`config.mk`:
```
export PLATFORM = sky130hd
export DESIGN_NAME = count_seq_monitor
export DESIGN_NICKNAME = d
export VERILOG_FILES = /design/src/rtl/count_mon_pkg.sv /design/src/rtl/sat_counter.sv /design/src/rtl/count_seq_monitor.sv
export SDC_FILE = /design/constraint.sdc
export NUM_CORES = 1
export LEC_CHECK = 0
export ABC_AREA = 1
export ABC_CLOCK_PERIOD_IN_PS = 3000
export BUFFER_PORTS_ARGS = -buffer_cell sky130_fd_sc_hd__buf_2
export CAP_MARGIN = 30
export CORE_MARGIN = 2
export CORE_UTILIZATION = 35
export CTS_CLUSTER_DIAMETER = 50
export DETAILED_ROUTE_END_ITERATION = 10
export PLACE_DENSITY = 0.55
export SLEW_MARGIN = 40
export SYNTH_ARGS = -nofsm -noshare
export SYNTH_HDL_FRONTEND = slang
export SYNTH_SLANG_ARGS = --single-unit
export TNS_END_PERCENT = 30
```
`constraint.sdc`:
```
create_clock -name clk -period 3 [get_ports clk]
set_input_delay 0.3 -clock clk [delete_from_list [all_inputs] [get_ports clk]]
set_output_delay 0.3 -clock clk [all_outputs]
set_load 0.02 [all_outputs]
```
`src/rtl/count_mon_pkg.sv`:
```
// Shared encodings for the count sequence monitor: FSM states and per-sample classification codes.
package count_mon_pkg;

  typedef enum logic [1:0] {
    ST_SYNC  = 2'b00,
    ST_TRACK = 2'b01,
    ST_FAULT = 2'b10
  } state_t;

  typedef enum logic [2:0] {
    CL_LEGAL   = 3'd0,
    CL_WRAP    = 3'd1,
    CL_RESTART = 3'd2,
    CL_HOLD    = 3'd3,
    CL_ERR     = 3'd4
  } class_t;

endpackage

```
`src/rtl/sat_counter.sv`:
```
// Saturating up-counter with synchronous reset and clear; sticks at all-ones.
module sat_counter #(
  parameter int W = 8
) (
  input  logic         clk,
  input  logic         reset,
  input  logic         clear,
  input  logic         en,
  output logic [W-1:0] cnt
);

  always_ff @(posedge clk) begin
    if (reset || clear) begin
      cnt <= '0;
    end else if (en && (cnt != {W{1'b1}})) begin
      cnt <= cnt + {{(W-1){1'b0}}, 1'b1};
    end
  end

endmodule

```
`src/rtl/count_seq_monitor.sv`:
```
// Checks a free-running counter for +1 sequencing, counting wraps and errors.
// Build option COUNT_MON_HOLD_EN: a repeated value is a legal hold and drives stall.
//   state | meaning
//   SYNC  | waiting for first sample to seed prev
//   TRACK | comparing samples, no error seen
//   FAULT | at least one error seen; tracking continues until clear/reset
module count_seq_monitor
  import count_mon_pkg::*;
#(
  parameter int CNT_W       = 2,
  parameter int WRAP_CNT_W  = 8,
  parameter int ERR_CNT_W   = 8,
  parameter int STALL_LIMIT = 4
) (
  input  logic                  clk,
  input  logic                  reset,
  input  logic [CNT_W-1:0]      count_in,
  input  logic                  sample_en,
  input  logic                  clear,
  output logic [1:0]            state,
  output logic                  wrap_pulse,
  output logic [WRAP_CNT_W-1:0] wrap_cnt,
  output logic                  seq_err,
  output logic [ERR_CNT_W-1:0]  err_cnt,
  output logic [CNT_W-1:0]      bad_value,
  output logic                  stall
);

`ifdef COUNT_MON_HOLD_EN
  localparam bit HOLD_EN = 1'b1;
`else
  localparam bit HOLD_EN = 1'b0;
`endif

  state_t           state_q, state_d;
  class_t           cls;
  logic [CNT_W-1:0] prev_q;
  logic [CNT_W-1:0] exp_val;
  logic             sample_chk;
  logic             is_err;
  logic             wrap_inc;
  logic             err_inc;

  assign exp_val    = prev_q + {{(CNT_W-1){1'b0}}, 1'b1};
  assign sample_chk = sample_en && (state_q != ST_SYNC);

  // When prev is max, exp_val is 0, so a 0 after max is always caught as a wrap first.
  always_comb begin
    cls = CL_ERR;
    if (count_in == exp_val) begin
      cls = (prev_q == {CNT_W{1'b1}}) ? CL_WRAP : CL_LEGAL;
    end else if (count_in == '0) begin
      cls = CL_RESTART;
    end else if (count_in == prev_q) begin
      cls = CL_HOLD;
    end
  end

  assign is_err   = (cls == CL_ERR) || ((cls == CL_HOLD) && !HOLD_EN);
  assign wrap_inc = sample_chk && (cls == CL_WRAP);
  assign err_inc  = sample_chk && is_err;

  always_comb begin
    state_d = state_q;
    if (sample_en) begin
      case (state_q)
        ST_SYNC:  state_d = ST_TRACK;
        ST_TRACK: state_d = is_err ? ST_FAULT : ST_TRACK;
        ST_FAULT: state_d = ST_FAULT;
        default:  state_d = ST_SYNC;
      endcase
    end
  end

  always_ff @(posedge clk) begin
    if (reset || clear) begin
      state_q    <= ST_SYNC;
      prev_q     <= '0;
      wrap_pulse <= 1'b0;
      seq_err    <= 1'b0;
      bad_value  <= '0;
    end else begin
      state_q    <= state_d;
      wrap_pulse <= wrap_inc;
      if (sample_en) begin
        prev_q <= count_in;
      end
      if (err_inc) begin
        seq_err <= 1'b1;
        if (!seq_err) begin
          bad_value <= count_in;
        end
      end
    end
  end

  assign state = state_q;

  sat_counter #(.W(WRAP_CNT_W)) u_wrap_cnt (
    .clk   (clk),
    .reset (reset),
    .clear (clear),
    .en    (wrap_inc),
    .cnt   (wrap_cnt)
  );

  sat_counter #(.W(ERR_CNT_W)) u_err_cnt (
    .clk   (clk),
    .reset (reset),
    .clear (clear),
    .en    (err_inc),
    .cnt   (err_cnt)
  );

`ifdef COUNT_MON_HOLD_EN
  localparam int HOLD_W = $clog2(STALL_LIMIT + 1);
  localparam logic [HOLD_W-1:0] HOLD_LIMIT = HOLD_W'(STALL_LIMIT);

  logic [HOLD_W-1:0] hold_q, hold_d;
  logic              stall_q;

  // Hold run length saturates at the limit; only the threshold matters downstream.
  always_comb begin
    hold_d = hold_q;
    if (sample_chk) begin
      if (cls == CL_HOLD) begin
        if (hold_q < HOLD_LIMIT) begin
          hold_d = hold_q + {{(HOLD_W-1){1'b0}}, 1'b1};
        end
      end else begin
        hold_d = '0;
      end
    end
  end

  always_ff @(posedge clk) begin
    if (reset || clear) begin
      hold_q  <= '0;
      stall_q <= 1'b0;
    end else begin
      hold_q  <= hold_d;
      stall_q <= (hold_d >= HOLD_LIMIT);
    end
  end

  assign stall = stall_q;
`else
  assign stall = 1'b0;
`endif

endmodule

```
# Word-level counts from Yosys, hierarchy flattened
# Cells that the tools add are included.
# classes
shift,0
n_reduce_logical,11
add_sub_neg,3
n_eq_ne,10
n_lt_le_gt_ge,0
div_mod_pow,0
n_bitwise,1
n_mul,0
n_mux,6
# ops
op,count
"adder 8 x 1 -> 8 bit, second input constant",2
"inequality test 8 bit, second input constant",2
2-to-1 mux 3 bit,3
case mux 2 bit (3 select lines),1
logical AND 1 bit,5
equality test 2 bit,2
"equality test 2 bit, second input constant",2
zero test 2 bit,2
"equality test 3 x 1 -> 1 bit, second input constant",1
"equality test 3 x 2 -> 1 bit, second input constant",1
"equality test 3 bit, second input constant",1
"adder 2 x 1 -> 2 bit, second input constant",1
"equality test 2 x 1 -> 1 bit, second input constant",1
logical OR 1 bit,2
2-to-1 mux 2 bit,1
AND reduction 2 bit,1
nonzero test 2 bit,1
2-to-1 mux 1 bit,1
NOT 1 bit,1
# totals
output_inout_bits,23
mem_bits_ro,0
ramBits,0
register_bits,24
input_bits,6
latchBits,0
memories,0
elab_cells,38

# Depth between registers and ports, before layout
# depth
word_depth,8
depth_mapped,10
ltp_nobuf,10

# Hierarchy
# From an unflattened synthesis, not the netlist that was laid out.
# unflattened
hier_cells,192
area_unflattened_um2,1291.2
# by_module_without_submodules
module,cells_each,area_per_inst_um2,n_inst,seq_area_each_um2
sat_counter,67,447.9,2,160.2
count_seq_monitor,58,395.4,1,160.2

# Worst setup path before layout
# Ideal clock, no wire load.
# synth_timing
kind,register to register
startpoint,register u_wrap_cnt.cnt[1]
endpoint,register u_wrap_cnt.cnt[7]
stages_incl_launch_ff,8
setup_ns,0.070
synth_period_minus_slack_ns,1.446
t_arrival_ns,1.376
path_buffers,0
setup_slack_ns,1.554
required_time_ns,2.930
cell_sequence,dfxtp_1 > ha_1 > nand2_1 > nor2_2 > nand2_2 > nand4_2 > nand2_1 > a21oi_1
# synth_between
elab_chain_len,2
word_cells_on_any_way,3
cone_classes,add/sub (1); eq/ne (1); reduce/logical (1)
# synth_lines
element,line,source
from (decl),sat_counter.sv:9,output logic [W-1:0] cnt
from (signal assigned),sat_counter.sv:16,"cnt <= cnt + {{(W-1){1'b0}}, 1'b1};"
"parallel branches: the longest is 2 deep, another holds adder 8 x 1 -> 8 bit",--,
# Several ways; the timed one is not identified.
# A chain may end at the register's enable or synchronous reset.

# Final worst setup path
# layout_timing
startpoint,register prev_q[0]
endpoint,register u_err_cnt.cnt[4]
# layout_between
elab_chain_len,8
word_cells_on_any_way,13
cone_classes,add/sub (1); eq/ne (5); mux (4); reduce/logical (3)
# layout_lines
element,line,source
from (decl),count_seq_monitor.sv:37,logic [CNT_W-1:0] prev_q;
from (signal assigned),count_seq_monitor.sv:86,prev_q <= count_in;
"parallel branches: the longest is 3 deep, another holds adder 2 x 1 -> 2 bit",--,
2-to-1 mux 3 bit *,count_seq_monitor.sv:50,if (count_in == exp_val) begin
equality test 3 bit or equality test 3 x 2 -> 1 bit (tied branches),count_seq_monitor.sv:59,assign is_err = (cls == CL_ERR) || ((cls == CL_HOLD) && !HOLD_EN);
logical OR 1 bit *,count_seq_monitor.sv:59,
logical AND 1 bit *,count_seq_monitor.sv:61,assign err_inc = sample_chk && is_err;
logical AND 1 bit *,sat_counter.sv:15,end else if (en && (cnt != {W{1'b1}})) begin
to (signal assigned),sat_counter.sv:16,
to (decl),sat_counter.sv:9,
# Mark *: on every way between the ends.

==> flow_summary_export.csv <==
group,metric,value,unit
floorplanning,dieArea,0.00426,sq mm
floorplanning,die_w,65.3,um
placement,dp_hpwl,2040,um
synth,yosysUniqueCellTypes,25,
hold_path,hp-class,"in -> reg",
placement,portBuffers,27,
worst_setup_path,start_kind,"flip-flop",
cts,clock-sinks,24,
timing,period_needed,1.60,ns
floorplanning,die_h,65.3,um
cts,clockBufferDepth,2,
timing,fmax,625,MHz
placement,gp_congestion,0.756,
routing,vias,1224,
finish,finalInstanceArea,0.00157,sq mm
routing,final_antenna_net_count,0,
power_and_ir_drop,ir_drop,0.157,mV
worst_setup_path,r2r_start,"prev_q[0]",
hold_path,min_to,"prev_q[0]",
global_routing,grt_pass1_vias,1141,
timing,rsz0062_at_grt,"no",
worst_setup_path,required,3.19,ns
synth,ys_seq_elements,24,
routing,drc_errors,0,
worst_setup_path,reg2reg_slack,1.40,ns
worst_setup_path,worstPathArrival,1.79,ns
timing,setup_viol,0,
cts,ctsHoldBuffers,0,
hold_path,worstHoldStart,"sample_en",
cts,numCtsBuffers,3,
global_routing,antenna_found_initial,0,
cts,htree_levels,1,
global_routing,grt_max_degree,18,
routing,detail_route.first_pass.iterations,4,
finish,antennaDiodeCount,0,
timing,hold_ws,0.278,ns
worst_setup_path,r2r-end,"u_err_cnt.cnt[4]",
power_and_ir_drop,total_power,0.000655,W
finish,layout_common_cells,"56 x nand2_1, 27 x buf_2, 24 x dfxtp_1",
finish,drive_gt1_frac,0.215,
cts,cts_root_buf,"clkbuf_8",
cts,cts_resized,0,
floorplanning,initial_core_util,0.362,
worst_setup_path,reg2reg_depth,9,
finish,final_common_cell,"nand2_1",
routing,post_drt_via_cell_ratio,4.58,
worst_setup_path,crit_fanout,8,
floorplanning,ios,29,
global_routing,grt.overflow.total,0,
timing,skew,0.00457,ns
power_and_ir_drop,p_leak,0.725,nW
synth,syn_nets,199,
outcome,status,"completed",
floorplanning,fp.coreArea,0.00363,sq mm
synth,synth_cells,190,
synth,synth_area,0.00132,sq mm
synth,synth_area_leaders,"dfxtp_1 37%, nand2_1 16%, a21oi_1 6.9%",
synth,synth_top_area_share,0.365,
floorplanning,rows,22,
job,drv_cap,0,
cts,clock_latency,0.27,ns
finish,area_growth,19.4,%
hold_path,hold_depth,2,
timing,fin_setup_tns,0,ns
finish,final_nets,229,
timing,drv_slew,0,
cts,clkSlewWorstSetupHoldPaths,0.09,ns
routing,drt-initial-drc-count,95,
routing,drt-total-wl,2750,um
synth,yosys_warnings,0,
timing,finalCritPeriodShare,0.533,
timing,hold_viol,0,
power_and_ir_drop,p_per_area,417,mW/mm^2
placement,dpl_cell_area,0.00150,sq mm
synth,yosys.area.top_type,"dfxtp_1",
cts,cts_setup_buffers,0,
routing,wire_per_inst,10.3,um
global_routing,track_usage,0.147,
synth,avgSynthCellArea,6.92,sq um
global_routing,grt_pass1_wl,4910,um
worst_setup_path,path_class,"reg -> reg",
worst_setup_path,critPathCaptureType,"flip-flop",
synth,ys_seq_area_frac,0.365,
cts,cts_tree,"done",
-- cell usage after synthesis, drive strengths merged --
cell	n
xor2	6
o21ai	6
a21oi	18
nor3	4
clkinv	1
ha	3
clkbuf	1
nand2	59
dfxtp	24
nand4	5
nor2	23
inv	23
nand3	13
xnor2	2
buf	1
conb	1
-- flip-flops by register name (all words and copies together), names as in the netlist --
| name | count |
|---|---|
| bad_value | 2 |
| state | 2 |
| wrap_pulse | 1 |
| prev_q | 2 |
| seq_err | 1 |
| u_wrap_cnt.cnt | 8 |
| u_err_cnt.cnt | 8 |
-- worst max path at each step --
stage | start | to | slack, ns | cells past startpoint
floorplan | u_wrap_cnt.cnt[1] | u_wrap_cnt.cnt[7] | 1.55 | 7
CTS | prev_q[0] | u_err_cnt.cnt[2] | 1.38 | 9
detailed placement | prev_q[0] | u_err_cnt.cnt[2] | 1.40 | 9
global placement | prev_q[0] | u_err_cnt.cnt[3] | 1.43 | 9
finish | prev_q[0] | u_err_cnt.cnt[4] | 1.40 | 9
global route | prev_q[0] | u_err_cnt.cnt[5] | 1.21 | 9
-- report_power, final --
group / switching [W] / internal [W] / total, W / leakage, nW
combinational: 0.0000305 / 0.0000118 / 0.0000423 / 0.496
sequential: 0.00000246 / 0.000321 / 0.000324 / 0.194
clock: 0.000111 / 0.000178 / 0.000289 / 0.0357
-- routing by layer --
metal  vias up  wire length (um)  GRT usage
met1       535              1370      0.193
met5         -                 0          0
li1        661                 -          -
met2        23              1210      0.235
met3         5               116     0.0291
met4         0                48     0.0625
-- per-stage QoR --
step	worst slack (ns)	utilization	cells
finish	1.40	0.432	267
global route	1.21	0.432	267
CTS	1.38	0.432	267
detailed placement	1.40	0.413	263
global placement	1.43	0.413	263
floorplan	1.55	-	190
-- critical path, cell delays in order (launching register included) --
cell	delay, ns
dfxtp_1	0.34
ha_1	0.30
inv_1	0.04
nand2_1	0.05
nand2_1	0.10
nand2_4	0.16
nand3_2	0.12
nor2_4	0.21
nand2_1	0.08
a21oi_1	0.13
-- layout make-up --
class | instances | area, sq um
Multi-Input combinational cell | 140 | 733
Fill cell | 427 | 2060
Tap cell | 48 | 60.1
Clock inverter | 1 | 30.0
Timing Repair Buffer | 27 | 135
Sequential cell | 24 | 480
Inverter | 24 | 90.1
Clock buffer | 3 | 41.3
-- logic make-up (layout without fill, tap and decap cells) --
logic type,count (synthesis),count (layout),share of synthesized area
fa+ha+maj,3,3,0.0285
xor+xnor,8,8,0.0533
buf+inv,26,55,0.0771
other cells,1,1,0.00285
simple gates,104,104,0.382
compound gates,24,24,0.0913
flops,24,24,0.365
Note: power is estimated with default switching activity, not from simulation.
